===== src/rtl/restador_serie_n_if.sv =====
// Operand/result handshake bundle for restador_serie_n.
// Modo exists only when RESTADOR_SERIE_MODO_SUMA_EN is defined.
interface restador_serie_n_if #(
    parameter int ANCHO = 8
);
    logic [ANCHO-1:0] X;
    logic [ANCHO-1:0] Y;
    logic             CarrieNEntrada;
    logic             EntradaValida;
    logic             EntradaLista;
    logic [ANCHO-1:0] R;
    logic             CarrieNSalida;
    logic             Desborde;
    logic             SalidaValida;
    logic             SalidaLista;
`ifdef RESTADOR_SERIE_MODO_SUMA_EN
    logic             Modo;
`endif

    modport master (
`ifdef RESTADOR_SERIE_MODO_SUMA_EN
        output Modo,
`endif
        output X, Y, CarrieNEntrada, EntradaValida, SalidaLista,
        input  EntradaLista, R, CarrieNSalida, Desborde, SalidaValida
    );

    modport slave (
`ifdef RESTADOR_SERIE_MODO_SUMA_EN
        input  Modo,
`endif
        input  X, Y, CarrieNEntrada, EntradaValida, SalidaLista,
        output EntradaLista, R, CarrieNSalida, Desborde, SalidaValida
    );
endinterface


===== src/rtl/restador_serie_n.sv =====
// Multi-cycle ANCHO-bit subtractor resolving BITS_POR_CICLO bits per clock, LSB slice first.
// Define RESTADOR_SERIE_MODO_SUMA_EN to add the Modo input (Modo=1 selects addition).
module restador_serie_n #(
    parameter int ANCHO          = 8,
    parameter int BITS_POR_CICLO = 1
) (
    input logic               Clk,
    input logic               Rst_n,
    restador_serie_n_if.slave bus
);
    localparam int            N      = ANCHO / BITS_POR_CICLO;
    localparam int            CW     = (N > 1) ? $clog2(N) : 1;
    localparam logic [CW-1:0] ULTIMA = CW'(N - 1);

    generate
        if (ANCHO < 2) begin : gAnchoInvalido
            $error("restador_serie_n: ANCHO must be at least 2");
        end
        if (BITS_POR_CICLO < 1 || (ANCHO % BITS_POR_CICLO) != 0) begin : gCorteInvalido
            $error("restador_serie_n: BITS_POR_CICLO must divide ANCHO exactly");
        end
    endgenerate

    typedef enum logic [1:0] {REPOSO, CALCULO, RESULTADO} EstadoFsm;

    EstadoFsm                  estado, estadoSig;
    logic [ANCHO-1:0]          xReg, yReg, rReg;
    logic                      prestamo, carrieReg, desbordeReg;
    logic [CW-1:0]             contador;
    logic                      modoSuma;
    logic [BITS_POR_CICLO-1:0] xCorte, yCorte, rCorte;
    logic                      prestamoCorte, desbordeFinal, ultimo, aceptar;
    logic                      entradaLista, salidaValida;

    assign aceptar = entradaLista && bus.EntradaValida;
    assign ultimo  = (contador == ULTIMA);

    // NOTE: operand registers are always loaded at acceptance before being read, so they carry no reset.
    always_ff @(posedge Clk) begin
        if (aceptar) begin
            xReg <= bus.X;
            yReg <= bus.Y;
        end
    end

`ifdef RESTADOR_SERIE_MODO_SUMA_EN
    logic modoReg;

    always_ff @(posedge Clk) begin
        if (aceptar) begin
            modoReg <= bus.Modo;
        end
    end

    assign modoSuma = modoReg;
`else
    assign modoSuma = 1'b0;
`endif

    // One slice of the ripple chain: full subtractor, or full adder in sum mode.
    always_comb begin
        logic cadena;
        xCorte = xReg[contador*BITS_POR_CICLO +: BITS_POR_CICLO];
        yCorte = yReg[contador*BITS_POR_CICLO +: BITS_POR_CICLO];
        rCorte = '0;
        cadena = prestamo;
        for (int i = 0; i < BITS_POR_CICLO; i++) begin
            rCorte[i] = xCorte[i] ^ yCorte[i] ^ cadena;
            if (modoSuma) begin
                cadena = (xCorte[i] & yCorte[i]) | ((xCorte[i] ^ yCorte[i]) & cadena);
            end else begin
                cadena = (~xCorte[i] & yCorte[i]) | (~(xCorte[i] ^ yCorte[i]) & cadena);
            end
        end
        prestamoCorte = cadena;
    end

    // Meaningful only on the last slice, whose top bit is the result MSB.
    assign desbordeFinal = modoSuma
        ? ((xReg[ANCHO-1] == yReg[ANCHO-1]) && (rCorte[BITS_POR_CICLO-1] != xReg[ANCHO-1]))
        : ((xReg[ANCHO-1] != yReg[ANCHO-1]) && (rCorte[BITS_POR_CICLO-1] != xReg[ANCHO-1]));

    // NOTE: sequential state uses non-blocking assignments so every register samples pre-edge values.
    always_ff @(posedge Clk) begin
        if (!Rst_n) begin
            estado <= REPOSO;
        end else begin
            estado <= estadoSig;
        end
    end

    // NOTE: every output of this block gets a default first, so no latch is inferred.
    always_comb begin
        estadoSig    = estado;
        entradaLista = 1'b0;
        salidaValida = 1'b0;
        case (estado)
            REPOSO: begin
                entradaLista = 1'b1;
                if (bus.EntradaValida) estadoSig = CALCULO;
            end
            CALCULO: begin
                if (ultimo) estadoSig = RESULTADO;
            end
            RESULTADO: begin
                salidaValida = 1'b1;
                if (bus.SalidaLista) estadoSig = REPOSO;
            end
            default: estadoSig = REPOSO;
        endcase
    end

    always_ff @(posedge Clk) begin
        if (!Rst_n) begin
            rReg        <= '0;
            carrieReg   <= 1'b0;
            desbordeReg <= 1'b0;
            prestamo    <= 1'b0;
            contador    <= '0;
        end else begin
            case (estado)
                REPOSO: begin
                    if (bus.EntradaValida) begin
                        rReg     <= '0;
                        contador <= '0;
                        prestamo <= bus.CarrieNEntrada;
                    end
                end
                CALCULO: begin
                    rReg[contador*BITS_POR_CICLO +: BITS_POR_CICLO] <= rCorte;
                    prestamo <= prestamoCorte;
                    contador <= contador + 1'b1;
                    if (ultimo) begin
                        carrieReg   <= prestamoCorte;
                        desbordeReg <= desbordeFinal;
                    end
                end
                default: ;
            endcase
        end
    end

    assign bus.EntradaLista  = entradaLista;
    assign bus.SalidaValida  = salidaValida;
    assign bus.R             = rReg;
    assign bus.CarrieNSalida = carrieReg;
    assign bus.Desborde      = desbordeReg;
endmodule


===== src/flat_wrapper.sv =====
// flat-port wrapper written by rule: the top's interface ports become plain ports
module restador_serie_n_flat 
#(
    parameter int ANCHO          = 8,
    parameter int BITS_POR_CICLO = 1
)
  (Clk, Rst_n, bus_X, bus_Y, bus_CarrieNEntrada, bus_EntradaValida, bus_SalidaLista, bus_EntradaLista, bus_R, bus_CarrieNSalida, bus_Desborde, bus_SalidaValida);
  restador_serie_n_if #(.ANCHO(ANCHO)) bus_i ();
  input logic Clk;
  input logic Rst_n;
  input wire logic [$bits(bus_i.X)-1:0] bus_X;
  input wire logic [$bits(bus_i.Y)-1:0] bus_Y;
  input wire logic [$bits(bus_i.CarrieNEntrada)-1:0] bus_CarrieNEntrada;
  input wire logic [$bits(bus_i.EntradaValida)-1:0] bus_EntradaValida;
  input wire logic [$bits(bus_i.SalidaLista)-1:0] bus_SalidaLista;
  output wire logic [$bits(bus_i.EntradaLista)-1:0] bus_EntradaLista;
  output wire logic [$bits(bus_i.R)-1:0] bus_R;
  output wire logic [$bits(bus_i.CarrieNSalida)-1:0] bus_CarrieNSalida;
  output wire logic [$bits(bus_i.Desborde)-1:0] bus_Desborde;
  output wire logic [$bits(bus_i.SalidaValida)-1:0] bus_SalidaValida;
  assign bus_i.X = bus_X;
  assign bus_i.Y = bus_Y;
  assign bus_i.CarrieNEntrada = bus_CarrieNEntrada;
  assign bus_i.EntradaValida = bus_EntradaValida;
  assign bus_i.SalidaLista = bus_SalidaLista;
  assign bus_EntradaLista = bus_i.EntradaLista;
  assign bus_R = bus_i.R;
  assign bus_CarrieNSalida = bus_i.CarrieNSalida;
  assign bus_Desborde = bus_i.Desborde;
  assign bus_SalidaValida = bus_i.SalidaValida;
  restador_serie_n #(.ANCHO(ANCHO), .BITS_POR_CICLO(BITS_POR_CICLO)) u_core (.Clk(Clk), .Rst_n(Rst_n), .bus(bus_i));
endmodule

===== config.mk =====
export PLATFORM = sky130hd
export DESIGN_NAME = restador_serie_n_flat
export DESIGN_NICKNAME = d
export VERILOG_FILES = /design/src/rtl/restador_serie_n_if.sv /design/src/rtl/restador_serie_n.sv /design/src/flat_wrapper.sv
export SDC_FILE = /design/constraint.sdc
export NUM_CORES = 1
export LEC_CHECK = 0
export CORE_UTILIZATION = 54
export CTS_CLUSTER_DIAMETER = 50
export DETAILED_ROUTE_END_ITERATION = 10
export PLACE_DENSITY = 0.84
export SYNTH_ARGS = -nofsm -noshare
export SYNTH_HDL_FRONTEND = slang
export SYNTH_SLANG_ARGS = --single-unit

===== constraint.sdc =====
create_clock -name Clk -period 6 [get_ports Clk]
set_clock_uncertainty 0.15 [all_clocks]
set_input_delay 0.9 -clock Clk [delete_from_list [all_inputs] [get_ports Clk]]
set_output_delay 0.9 -clock Clk [all_outputs]
set_load 0.01 [all_outputs]

==> results by group, run 1 <==
Outcome
  – Outcome: finished clean

Power and ir drop
  – Leak: 0.7836 nW
  – Power Density: 214.8 nW/um2
  – Peak supply drop: 0.0001958 V

Detailed routing
  – Iter 0 DRT Violations: 21
  – # DRC: 0
  – Vias per cell: 5.805
  – Post-DRT Antenna Nets: 0
  – Vias post-DR: 1074
  – Detailed-router iteration count before antenna repair: 4
  – WL/cell: 15.70 um
  – Routed wire length: 2905 um

Clock network
  – Post-CTS Repair Setup Buffers: 0
  – Hold_buf cts: 0
  – Max Root-Sink Buffers: 2
  – Worst-path clk slew: 0.10 ns
  – Clk root buf: clkbuf_4
  – H-tree depth: 2
  – CTS resizes: 0
  – Num CTS Buffers: 5
  – CTS tree: built
  – CTS Sinks: 32
  – Worst skew pair latency: 0.33 ns

Cells and area
  – Multi-input logic area: 688.2 um2
  – Most frequent cells in the layout: 32 x clkdlybuf4s50_1, 16 x dfxtp_1, 16 x edfxtp_1
  – # diodes: 0
  – Area delta synth->final: 23.35%
  – FF/Latch Area: 800.8 um2
  – Share of cells above drive strength 1: 0.09091
  – Fillcell total: 210
  – Finished Layout Cells: 185
  – Commonest non-fill, non-tap cell in the layout: clkdlybuf4s50_1
  – Nets@finish: 182

STA
  – Pins over their slew limit: 0
  – Final period util: 0.4982
  – Max transition margin: 0.6037
  – RSZ-0062 raised after global routing: false
  – Post-route setup TNS: 0 ns
  – Period minus WS final: 2.989 ns
  – Final hold slack: 0.3795 ns
  – Final Hold Fails: 0
  – Setup violations, final: 0
  – Worst-Margin Slew: 0.5933 ns
  – Fmax: 334.6 MHz

Floorplan
  – FP Rows: 19
  – Die area: 3106 um2
  – Core area: 2734 um2
  – IO Pins: 33
  – Die Span X: 55.73 um
  – Starting Density: 0.5703
  – Chip Height: 55.73 um

Yosys
  – Synthesized area: 1559 um2
  – Synth warn: 0
  – Post-synth top flop: edfxtp_1
  – Asr flop ratio synth: 0
  – Post-synth EDFFs: 16
  – Part of the Yosys area used for sequential elements: 0.5136
  – Synth cell types: 36
  – Register bit total from synthesis: 32
  – Mapped Cells: 121
  – Syn avg cell area: 12.88 um2
  – Mapped Nets: 150

Setup path
  – Crit Path Class: reg -> reg
  – Most used cell, CP: nand2_1
  – Critical-path cell list: mux4_1 -> nand2_1 -> nand2_1 -> fa_1 -> and2_1 -> nor4b_1 -> mux2_2
  – Crit path launch type: register
  – Crit path largest cell delay: 0.63 ns
  – CP Max Fanout: 12
  – WP data arrival: 3.13 ns
  – CP Launch Point: u_core.contador[0]$_SDFFE_PN0P_
  – Top delay family on crit path: multiplexers
  – Crit path buf inv count: 0
  – Slowest-stage cell, CP: dfxtp_1
  – RR Startpoint: u_core.contador[0]$_SDFFE_PN0P_
  – Setup crit end kind: register
  – Req. time, crit path: 6.14 ns

Place
  – Buffers on Ports: 32
  – Placed cells: 177
  – HPWL after DPL: 2095 um
  – RePlAce Congestion: 0.8078

Worst hold path
  – Worst hold start: u_core.bus.CarrieNSalida$_SDFFE_PN0P_
  – Worst Hold Class: reg -> reg

Global route
  – Vias in the first global route: 1096
  – Gr usage total: 0.2095
  – First-pass GRT wire length: 4774 um
  – Initial antenna violation count: 0
  – GRT overflow: 0
  – Largest net degree at the start of global routing: 19

Run
  – # Max-Cap Violations: 0
[kinds of logic (layout without fill, tap and decap cells)]
| kind of cell | after synthesis | count (layout) | synth area share |
|---|---|---|---|
| adders and majority gates | 8 | 8 | 0.06902 |
| and+or+nand+nor | 42 | 42 | 0.1734 |
| AOI/OAI and AO/OA | 11 | 11 | 0.05457 |
| buffers and inverters | 14 | 47 | 0.04495 |
| muxes | 14 | 14 | 0.1445 |
| DFF | 32 | 32 | 0.5136 |
[flip-flops by register name, indices dropped and copies added, names as in the netlist]
name	cells
u_core.bus.CarrieNSalida	1
u_core.bus.Desborde	1
u_core.bus.R	8
u_core.contador	3
u_core.estado	2
u_core.prestamo	1
u_core.xReg	8
u_core.yReg	8
[metal layers]
layer	vias to the layer above	share of wire	track usage
met5	-	0	0
met1	506	0.41	0.2222
li1	515	-	-
met3	10	0.058	0.07907
met4	0	0.036	0.1321
met2	43	0.49	0.3494
[through the flow]
stage | instance area [um2] | power [W] | setup WS, ns | utilization
after CTS | 1923 | 0.0004150 | 3.040 | 0.7034
after global placement | 1874 | 0.0003012 | 3.124 | 0.6856
after floorplan | 1559 | 0.0002818 | 3.446 | -
after detailed placement | 1874 | 0.0003037 | 3.075 | 0.6856
after global routing | 1923 | 0.0004318 | 2.803 | 0.7034
final | 1923 | 0.0004130 | 3.011 | 0.7034
[synth_stat cells, drive strengths merged, types with 4 or more instances]
cell type / instances / area [um2]
nand2: 7 / 26.28
and3: 8 / 51.30
dfxtp: 16 / 320.3
mux2: 7 / 90.08
buf: 4 / 32.53
nor2b: 6 / 37.54
mux4: 4 / 105.1
inv: 7 / 26.28
edfxtp: 16 / 480.5
ha: 7 / 87.58
[area by class of cell]
type,count,share of cell area
timing repair buffer,32,0.1666
tap,31,0.02017
clock buffer,6,0.02147
inverter,7,0.01366
clock inverter,2,0.003904
sequential,32,0.4164
multi-input combinational,75,0.3578
[power by group]
| group | internal [W] | switching (W) | total (W) |
|---|---|---|---|
| combinational | 0.0000300 | 0.0000250 | 0.0000549 |
| clock | 0.0000433 | 0.0000703 | 0.000114 |
| sequential | 0.000239 | 0.00000567 | 0.000244 |
[worst reg2reg max path, stage by stage (launching register included)]
cell	delay [ns]
dfxtp_1	0.63
mux4_1	0.62
nand2_1	0.09
nand2_1	0.07
fa_1	0.59
and2_1	0.19
nor4b_1	0.37
mux2_2	0.23
[path summary, 6_finish.rpt]
kind | end | slack [ns] | depth (start not counted)
setup reg to reg | u_core.bus.R[7]$_SDFFE_PN0P_ | 3.01 | 7
setup / recovery | u_core.bus.R[7]$_SDFFE_PN0P_ | 3.01 | 7
hold / removal | u_core.bus.CarrieNSalida$_SDFFE_PN0P_ | 0.38 | 1
hold reg to reg | u_core.bus.CarrieNSalida$_SDFFE_PN0P_ | 0.38 | 1
(Power assumes the default switching activity.)
==> inputs of run 2 (changes only) <==
--- a/config.mk
+++ b/config.mk
@@ -5,10 +5,10 @@
 export SDC_FILE = /design/constraint.sdc
 export NUM_CORES = 1
 export LEC_CHECK = 0
-export CORE_UTILIZATION = 54
+export CORE_UTILIZATION = 45
 export CTS_CLUSTER_DIAMETER = 50
 export DETAILED_ROUTE_END_ITERATION = 10
-export PLACE_DENSITY = 0.84
+export PLACE_DENSITY = 0.75
 export SYNTH_ARGS = -nofsm -noshare
 export SYNTH_HDL_FRONTEND = slang
 export SYNTH_SLANG_ARGS = --single-unit
==> constraint.sdc (replaced) <==
create_clock -name Clk -period 2.44 [get_ports Clk]
set_clock_uncertainty 0.15 [all_clocks]
set_input_delay 0.366 -clock Clk [delete_from_list [all_inputs] [get_ports Clk]]
set_output_delay 0.366 -clock Clk [all_outputs]
set_load 0.01 [all_outputs]
==> run 2 against run 1 <==
Compared with the run above:
- register-to-register slack worse by 3.0 ns
- sequential power grew 150%
- global-route usage shrank 1.7 points
- worst hold slack worse by 0.027 ns
- combinational power rose to 3.2 times the previous value
- sequential share of layout area fell by 2.9 points
- largest cell class unchanged
- total power increased to 2.6 times the previous value
- clock power up 150%
- wire length up 3.3%
- first-iteration DRC count rose by 140%
==> results by group, run 2 (synthesized netlist as in run 1, its figures left out) <==
Cells and area
  – Finished Layout Cells: 209
  – Commonest non-fill, non-tap cell in the layout: clkdlybuf4s50_1
  – Most frequent cells in the layout: 32 x clkdlybuf4s50_1, 16 x edfxtp_1, 15 x dfxtp_1
  – Final core occ: 0.6228
  – Nets@finish: 191
  – # diodes: 0
  – Fin area: 2078 um2
  – Area delta synth->final: 33.31%
  – Share of cells above drive strength 1: 0.2331

STA
  – Max transition margin: 0.6006
  – Worst-Margin Slew: 0.5979 ns
  – Setup violations, final: 0
  – Fmax: 416.2 MHz
  – Final period util: 0.9846
  – Pins over their slew limit: 0
  – Period minus WS final: 2.403 ns
  – RSZ-0062 raised after global routing: true
  – Final Hold Fails: 0
  – Final hold slack: 0.3528 ns
  – Final WS setup: 0.03746 ns

Global route
  – Vias in the first global route: 1048
  – Gr usage total: 0.1928
  – Initial antenna violation count: 0
  – GRT overflow: 0
  – Largest net degree at the start of global routing: 17
  – First-pass GRT wire length: 4802 um

Setup path
  – Crit path launch type: register
  – Setup crit end kind: register
  – CP Max Fanout: 5
  – CP Launch Point: u_core.contador[0]$_SDFFE_PN0P_
  – Req. time, crit path: 2.52 ns
  – Crit Path Class: reg -> reg
  – RR Startpoint: u_core.contador[0]$_SDFFE_PN0P_
  – WP data arrival: 2.48 ns

Clock network
  – Clk root buf: clkbuf_4
  – Max Root-Sink Buffers: 2
  – Worst-path clk slew: 0.10 ns
  – Hold_buf cts: 0
  – CTS Sinks: 32
  – Num CTS Buffers: 5
  – CTS tree: built
  – H-tree depth: 2
  – Worst skew pair latency: 0.33 ns

Place
  – Placed cells: 200
  – RePlAce Congestion: 0.8606
  – Pre-CTS setup slack: -0.04490 ns
  – Buffers on Ports: 32
  – DP Area: 1979 um2
  – HPWL after DPL: 2193 um

Worst hold path
  – Worst hold start: u_core.bus.CarrieNSalida$_SDFFE_PN0P_
  – Worst Hold Class: reg -> reg

Detailed routing
  – Post-DRT Antenna Nets: 0
  – Vias post-DR: 1099
  – Routed wire length: 3000 um
  – WL/cell: 14.35 um
  – Detailed-router iteration count before antenna repair: 4
  – Vias per cell: 5.258
  – # DRC: 0
  – Iter 0 DRT Violations: 50

Run
  – # Max-Cap Violations: 0

Power and ir drop
  – Power Density: 509.7 nW/um2
  – Peak supply drop: 0.0003025 V
  – Leak: 0.8315 nW

Floorplan
  – Starting Density: 0.4672
  – Die Span X: 60.86 um
  – FP Rows: 21
  – Die area: 3704 um2
  – Chip Height: 60.86 um
  – IO Pins: 33
  – Core area: 3337 um2

Outcome
  – Outcome: finished clean
run 2: changes by cell type in the layout (fill, tap and decap cells not counted), moves of 2 or more:
cell,delta
mux4_2,+4
nand2_1,-3
mux4_1,-4
buf_4,+8
clkinv_1,-2
nand2_2,+3
run 2: cell type report:
cell class	count	area [um2]
Sequential cell	32	804.5
Inverter	7	26.28
Multi-Input combinational cell	75	739.5
Fill cell	283	1259
Tap cell	46	57.56
Clock inverter	1	5.005
Timing Repair Buffer	41	400.4
Clock buffer	7	45.04
run 2: layer usage:
metal,share of wire,vias to the layer above,track usage
met3,0.040,5,0.07249
met4,0.017,0,0.1071
met1,0.44,533,0.2230
met5,0,-,0
li1,-,534,-
met2,0.51,27,0.3093
run 2: what timing repair did:
item | in CTS | in global routing
buffers inserted | 0 | 1
pin swaps | 4 | 1
resized for setup | 6 | 7
endpoints found under the setup margin | 6 | 6
run 2: worst max-delay path, cell delays in order (launching register included):
cell and delay [ns]:
dfxtp_4 0.40, mux4_2 0.53, mux2i_4 0.17, fa_2 0.46, buf_4 0.16, nor3b_2 0.16
mux2_4 0.26
run 2: through the flow:
stage	total power (W)	TNS (ns)
3_5_place_dp	0.0007699	-0.08419
4_1_cts	0.001058	-0.04542
6_report	0.001059	0
5_1_grt	0.001122	-0.1596
2_1_floorplan	0.0007030	-0.03238
3_3_place_gp	0.0007653	0
run 2: worst paths after layout:
path         cells past startpoint                               endpoint  slack (ns)
max reg2reg                      6           u_core.bus.R[2]$_SDFFE_PN0P_        0.04
min                              1  u_core.bus.CarrieNSalida$_SDFFE_PN0P_        0.35
max                              6           u_core.bus.R[2]$_SDFFE_PN0P_        0.04
min reg2reg                      1  u_core.bus.CarrieNSalida$_SDFFE_PN0P_        0.35
run 2: power by group:
part | total (W) | internal, W | switching (W)
sequential | 0.000599 | 0.000587 | 0.0000123
clock | 0.000285 | 0.000112 | 0.000173
combinational | 0.000175 | 0.000100 | 0.0000745
